$ cat src/rtl/hit_mon_pkg.sv
// hit_mon_pkg: state type, default parameters and saturating add shared by ones_hit_monitor.
package hit_mon_pkg;
    typedef enum logic [0:0] {IDLE = 1'b0, RUN = 1'b1} state_e;
    localparam int unsigned DEF_CNT_W   = 8;
    localparam int unsigned DEF_WIN_LEN = 16;
    localparam int unsigned DEF_THRESH  = 3;
    function automatic logic [31:0] sat_add(input logic [31:0] a, input logic [31:0] b,
                                            input int unsigned width);
        logic [32:0] sum;
        logic [32:0] max;
        sum = {1'b0, a} + {1'b0, b};
        max = (33'd1 << width) - 33'd1;
        return (sum > max) ? max[31:0] : sum[31:0];
    endfunction
endpackage

$ cat src/rtl/sat_counter.sv
// sat_counter: accumulator that adds inc when en is high, clamps at all-ones, clr has priority.
module sat_counter
    import hit_mon_pkg::*;
#(
    parameter int unsigned W = 8
) (
    input  logic         clk,
    input  logic         rst,
    input  logic         en,
    input  logic         clr,
    input  logic [W-1:0] inc,
    output logic [W-1:0] q
);
    always_ff @(posedge clk or negedge rst) begin
        if (!rst) q <= '0;
        else if (clr) q <= '0;
        else if (en) q <= W'(sat_add(32'(q), 32'(inc), W));
    end
endmodule

$ cat src/rtl/ones_hit_monitor.sv
// ones_hit_monitor: counts detector hits per WIN_LEN-cycle window, latches count and alarm at close.
// Define HIT_MON_TOTAL_EN to build the saturating running total; otherwise total is tied to 0.
module ones_hit_monitor
    import hit_mon_pkg::*;
#(
    parameter int unsigned CNT_W   = DEF_CNT_W,
    parameter int unsigned WIN_LEN = DEF_WIN_LEN,
    parameter int unsigned THRESH  = DEF_THRESH
) (
    input  logic             clk,
    input  logic             rst,
    input  logic             en,
    input  logic             clr,
    input  logic             z_in,
    output logic [CNT_W-1:0] win_count,
    output logic             win_valid,
    output logic             alarm,
    output logic [CNT_W-1:0] total
);
    localparam int unsigned CW = $clog2(WIN_LEN);
    localparam logic [CW-1:0] LAST = CW'(WIN_LEN - 1);
    state_e state;
    logic [CW-1:0] cyc_cnt;
    logic [CNT_W-1:0] hit_cnt;
    logic [CNT_W-1:0] win_val;
    logic close;
    // clr beats a coincident close; a window can only close once RUN has been entered
    assign close = en && !clr && state == RUN && cyc_cnt == LAST;
    assign win_val = CNT_W'(sat_add(32'(hit_cnt), 32'(z_in), CNT_W));
    sat_counter #(.W(CNT_W)) u_hit (
        .clk(clk), .rst(rst), .en(1'b1), .clr(!en || clr || close),
        .inc(CNT_W'(z_in)), .q(hit_cnt)
    );
`ifdef HIT_MON_TOTAL_EN
    sat_counter #(.W(CNT_W)) u_total (
        .clk(clk), .rst(rst), .en(close), .clr(clr), .inc(win_val), .q(total)
    );
`else
    assign total = '0;
`endif
    always_ff @(posedge clk or negedge rst) begin
        if (!rst) begin
            state     <= IDLE;
            cyc_cnt   <= '0;
            win_count <= '0;
            win_valid <= 1'b0;
            alarm     <= 1'b0;
        end else begin
            state     <= en ? RUN : IDLE;
            cyc_cnt   <= (!en || clr || close) ? '0 : cyc_cnt + 1'b1;
            win_valid <= close;
            if (close) begin
                win_count <= win_val;
                alarm     <= 32'(win_val) >= THRESH;
            end
        end
    end
endmodule
$ cat config.mk
export PLATFORM = sky130hd
export DESIGN_NAME = ones_hit_monitor
export DESIGN_NICKNAME = d
export VERILOG_FILES = /design/src/rtl/hit_mon_pkg.sv /design/src/rtl/sat_counter.sv /design/src/rtl/ones_hit_monitor.sv
export SDC_FILE = /design/constraint.sdc
export NUM_CORES = 1
export LEC_CHECK = 0
export ABC_CLOCK_PERIOD_IN_PS = 4700
export BUFFER_PORTS_ARGS = -buffer_cell sky130_fd_sc_hd__buf_2
export CAP_MARGIN = 0
export CORE_ASPECT_RATIO = 1.75
export CORE_MARGIN = 1.5
export CORE_UTILIZATION = 45
export CTS_CLUSTER_DIAMETER = 40
export DETAILED_ROUTE_END_ITERATION = 8
export GPL_ROUTABILITY_DRIVEN = 1
export PLACE_DENSITY_LB_ADDON = 0.05
export SYNTH_ARGS = -nofsm -noshare
export SYNTH_HDL_FRONTEND = slang
export SYNTH_SLANG_ARGS = --single-unit
$ cat constraint.sdc
create_clock -name clk -period 4.7 [get_ports clk]
set_input_delay 1.175 -clock clk [delete_from_list [all_inputs] [get_ports clk]]
set_output_delay 1.175 -clock clk [all_outputs]
set_load 0.02 [all_outputs]
==> results.md <==
- Status: completed
- CTS resizes: 0
- Critical Path RT: 4.83 ns
- TritonCTS Sinks: 23
- CP Capture Type: flop
- Clock power frac: 35.6%
- Finished Layout Cells: 150
- Number of CTS-inserted buffers: 3
- Pwr dens: 285 mW/mm^2
- Clock Pin Slew Worst Setup and Hold Paths: 0.08 ns
- Vias in the first global route: 764
- Initial antenna violation count: 0
- Initial core utilization: 47.9%
- Slowest cell on the critical path: ha_1
- Fin Setup TNS: 0 ns
- Crit-path max FO: 2
- Post-synth cell types: 34
- Rows: 23
- Sw Share: 22.6%
- Routability cong.: 0.795
- Cell Chain, Critical Path: buf_2, ha_1, ha_1, a211o_1, a211oi_2, o221ai_2
- Worst skew pair latency: 0.26 ns
- Lkg Pwr: 0.605 nW
- Combinational share of power: 5.5%
- CP most frequent cell: ha_1
- Area growth from synthesis to layout: 8.50%
- Placed Cells: 146
- Seq/Total Area, Yosys: 52.2%
- Routed vias: 769
- First-pass DRT Iterations: 4
- Antenna Nets Post-Route: 0
- Grt ovf: 0
- H-Tree Depth: 1
- Average size of a mapped cell: 9.94 um^2
- WHS: 0.464 ns
- Fin nets: 134
- Hold Violations, Final: 0
- Full die area: 0.00277 mm^2
- Drt wl/cell: 13.1 um
- Die Y: 68.5 um
- Cell Area, Synth: 0.00110 mm^2
- Max Cap Viol: 0
- TritonCTS clock tree: built
- Share of post-route cells with drive strength above 1: 19.2%
- Cells after Synth: 111
- Crit Path Class: input port to flop
- Setup bufs post-CTS: 0
- Crit path time final: 2.33 ns
- Hold WC Path Type: flop to flop
- Total GRT Usage: 17.0%
- Sequential share of power: 58.8%
- Initial DRC Count: 7
- Final period utilization: 49.6%
- # DRC: 0
- Root buf cell: clkbuf_8
- #FFs+latches synth: 23
- Largest net degree at the start of global routing: 24
- Ys Warns: 0
- Net Sw Power: 0.0772 mW
- Die Wd: 40.4 um
- RSZ-0062 raised after global routing: false
- Ant. Diodes: 0
- Crit start category: input port
- Hpwl dp: 1.46 mm
- Max stage delay on crit path: 0.30 ns
- Maximum clock frequency: 429 MHz
- Placeable Area: 0.00230 mm^2
- Ratio of routed vias to standard cells: 5.13
- Final Max Slew Viols: 0
- Final setup viols: 0
- Worst rel slew slack: 56.1%
- Slew @ Worst Pin: 0.658 ns
- Hold-fix buffers at CTS: 0
- Ports: 23
- WL final: 1.96 mm
- Max IR drop VDD: 0.206 mV
- IO Port Bufs: 14
- Final Skew: 0.00572 ns
- Crit path arrival time: 2.46 ns
- CTS Buffer Depth: 2
- Global-route wire length before repair: 3.17 mm
- Cell Int Power: 0.264 mW
[flip-flops by register name (all words and copies together) (netlist names)]
register   flops
u_hit.q        8
cyc_cnt        4
state          1
win_valid      1
win_count      8
alarm          1
[Yosys cell counts]
cell type / n / area (um^2)
o21ai_0: 7 / 35.0
nand4_1: 1 / 6.26
nand2b_1: 2 / 12.5
conb_1: 1 / 3.75
nor3_2: 1 / 10.0
xnor2_1: 2 / 17.5
a21oi_1: 1 / 5.00
nor3_1: 4 / 20.0
o21ai_1: 2 / 10.0
o221ai_2: 1 / 15.0
nand3_2: 1 / 10.0
a211o_1: 1 / 8.76
dfrtp_1: 23 / 576
nor2_1: 18 / 67.6
and3_1: 1 / 6.26
mux2i_1: 2 / 20.0
or2_1: 1 / 6.26
or2_2: 1 / 6.26
nor3_4: 1 / 16.3
xor2_1: 1 / 8.76
inv_1: 2 / 7.51
a31oi_1: 1 / 6.26
buf_4: 8 / 60.1
or2b_1: 1 / 7.51
o21a_1: 1 / 7.51
buf_6: 1 / 11.3
nand2_2: 1 / 6.26
a211oi_2: 1 / 12.5
and4_1: 1 / 8.76
clkbuf_1: 2 / 7.51
nand2_1: 14 / 52.6
a21o_1: 1 / 7.51
ha_1: 3 / 37.5
nand3_1: 2 / 10.0
[kinds of logic (layout without fill, tap and decap cells)]
logic type	count (synthesis)	after routing	share of synthesized area (%)
compound gates	16	16	9.75
xor+xnor	3	3	2.38
fa+ha+maj	3	3	3.40
buf+inv	13	20	7.82
flops	23	23	52.2
mux	2	2	1.81
other cells	1	8	0.340
simple gates	50	50	22.3
[through the flow]
step / power [mW] / worst slack [ns] / utilization [%] / area (um^2)
after global routing: 0.354 / 2.29 / 52.0 / 1200
after global placement: 0.224 / 2.09 / 50.1 / 1150
after CTS: 0.343 / 2.35 / 52.0 / 1200
after floorplan: 0.222 / 2.32 / - / 1130
final: 0.342 / 2.37 / 52.0 / 1200
after detailed placement: 0.224 / 2.07 / 50.1 / 1150
[worst max-delay path: cells and delay by family]
kind	cells	cell delay (ns)
compound gates	3	0.66
fa+ha+maj	2	0.52
buf+inv	1	0.10
[cell usage in the layout (no fill, tap or decap), types with 3 or more instances in the layout]
cell / synthesis / final
nor2_1: 18 / 18
nor3_1: 4 / 4
clkbuf_8: 0 / 3
o21ai_0: 7 / 7
dfrtp_1: 23 / 23
buf_2: 0 / 14
nand2_1: 14 / 14
conb_1: 1 / 8
ha_1: 3 / 3
[power by group through the flow]
stage | sequential [mW] | combinational (mW) | clock (mW)
after floorplan | 0.205 | 0.0166 | 0
after global placement | 0.205 | 0.0191 | 0
after detailed placement | 0.205 | 0.0194 | 0
after CTS | 0.201 | 0.0194 | 0.123
after global routing | 0.201 | 0.0221 | 0.131
final | 0.201 | 0.0189 | 0.122
[layer usage]
| metal | global-route usage, % | vias up | wire [um] |
|---|---|---|---|
| li1 | - | 383 | - |
| met1 | 17.5 | 373 | 772 |
| met2 | 31.0 | 9 | 1110 |
| met3 | 1.92 | 4 | 37 |
| met4 | 8.75 | 0 | 38 |
| met5 | 0 | - | 0 |
[cell type report]
class | instances | area, um^2
inverter | 2 | 7.51
clock buffer | 4 | 45.0
tap | 25 | 31.3
fill | 227 | 1100
sequential | 23 | 576
multi-input combinational | 82 | 468
timing repair buffer | 14 | 70.1
[final timing paths]
| kind | startpoint | slack (ns) | cells past startpoint | to |
|---|---|---|---|---|
| worst max-delay path | z_in | 2.37 | 6 | alarm |
| worst min-delay path | cyc_cnt[0] | 0.46 | 1 | cyc_cnt[0] |
| worst max register to register | u_hit.q[0] | 3.02 | 5 | alarm |
| worst min register to register | cyc_cnt[0] | 0.46 | 1 | cyc_cnt[0] |
| max in group asynchronous | rst | 3.48 | 1 | u_hit.q[2] |
| min in group asynchronous | rst | 0.87 | 1 | alarm |
(Power assumes the default switching activity.)
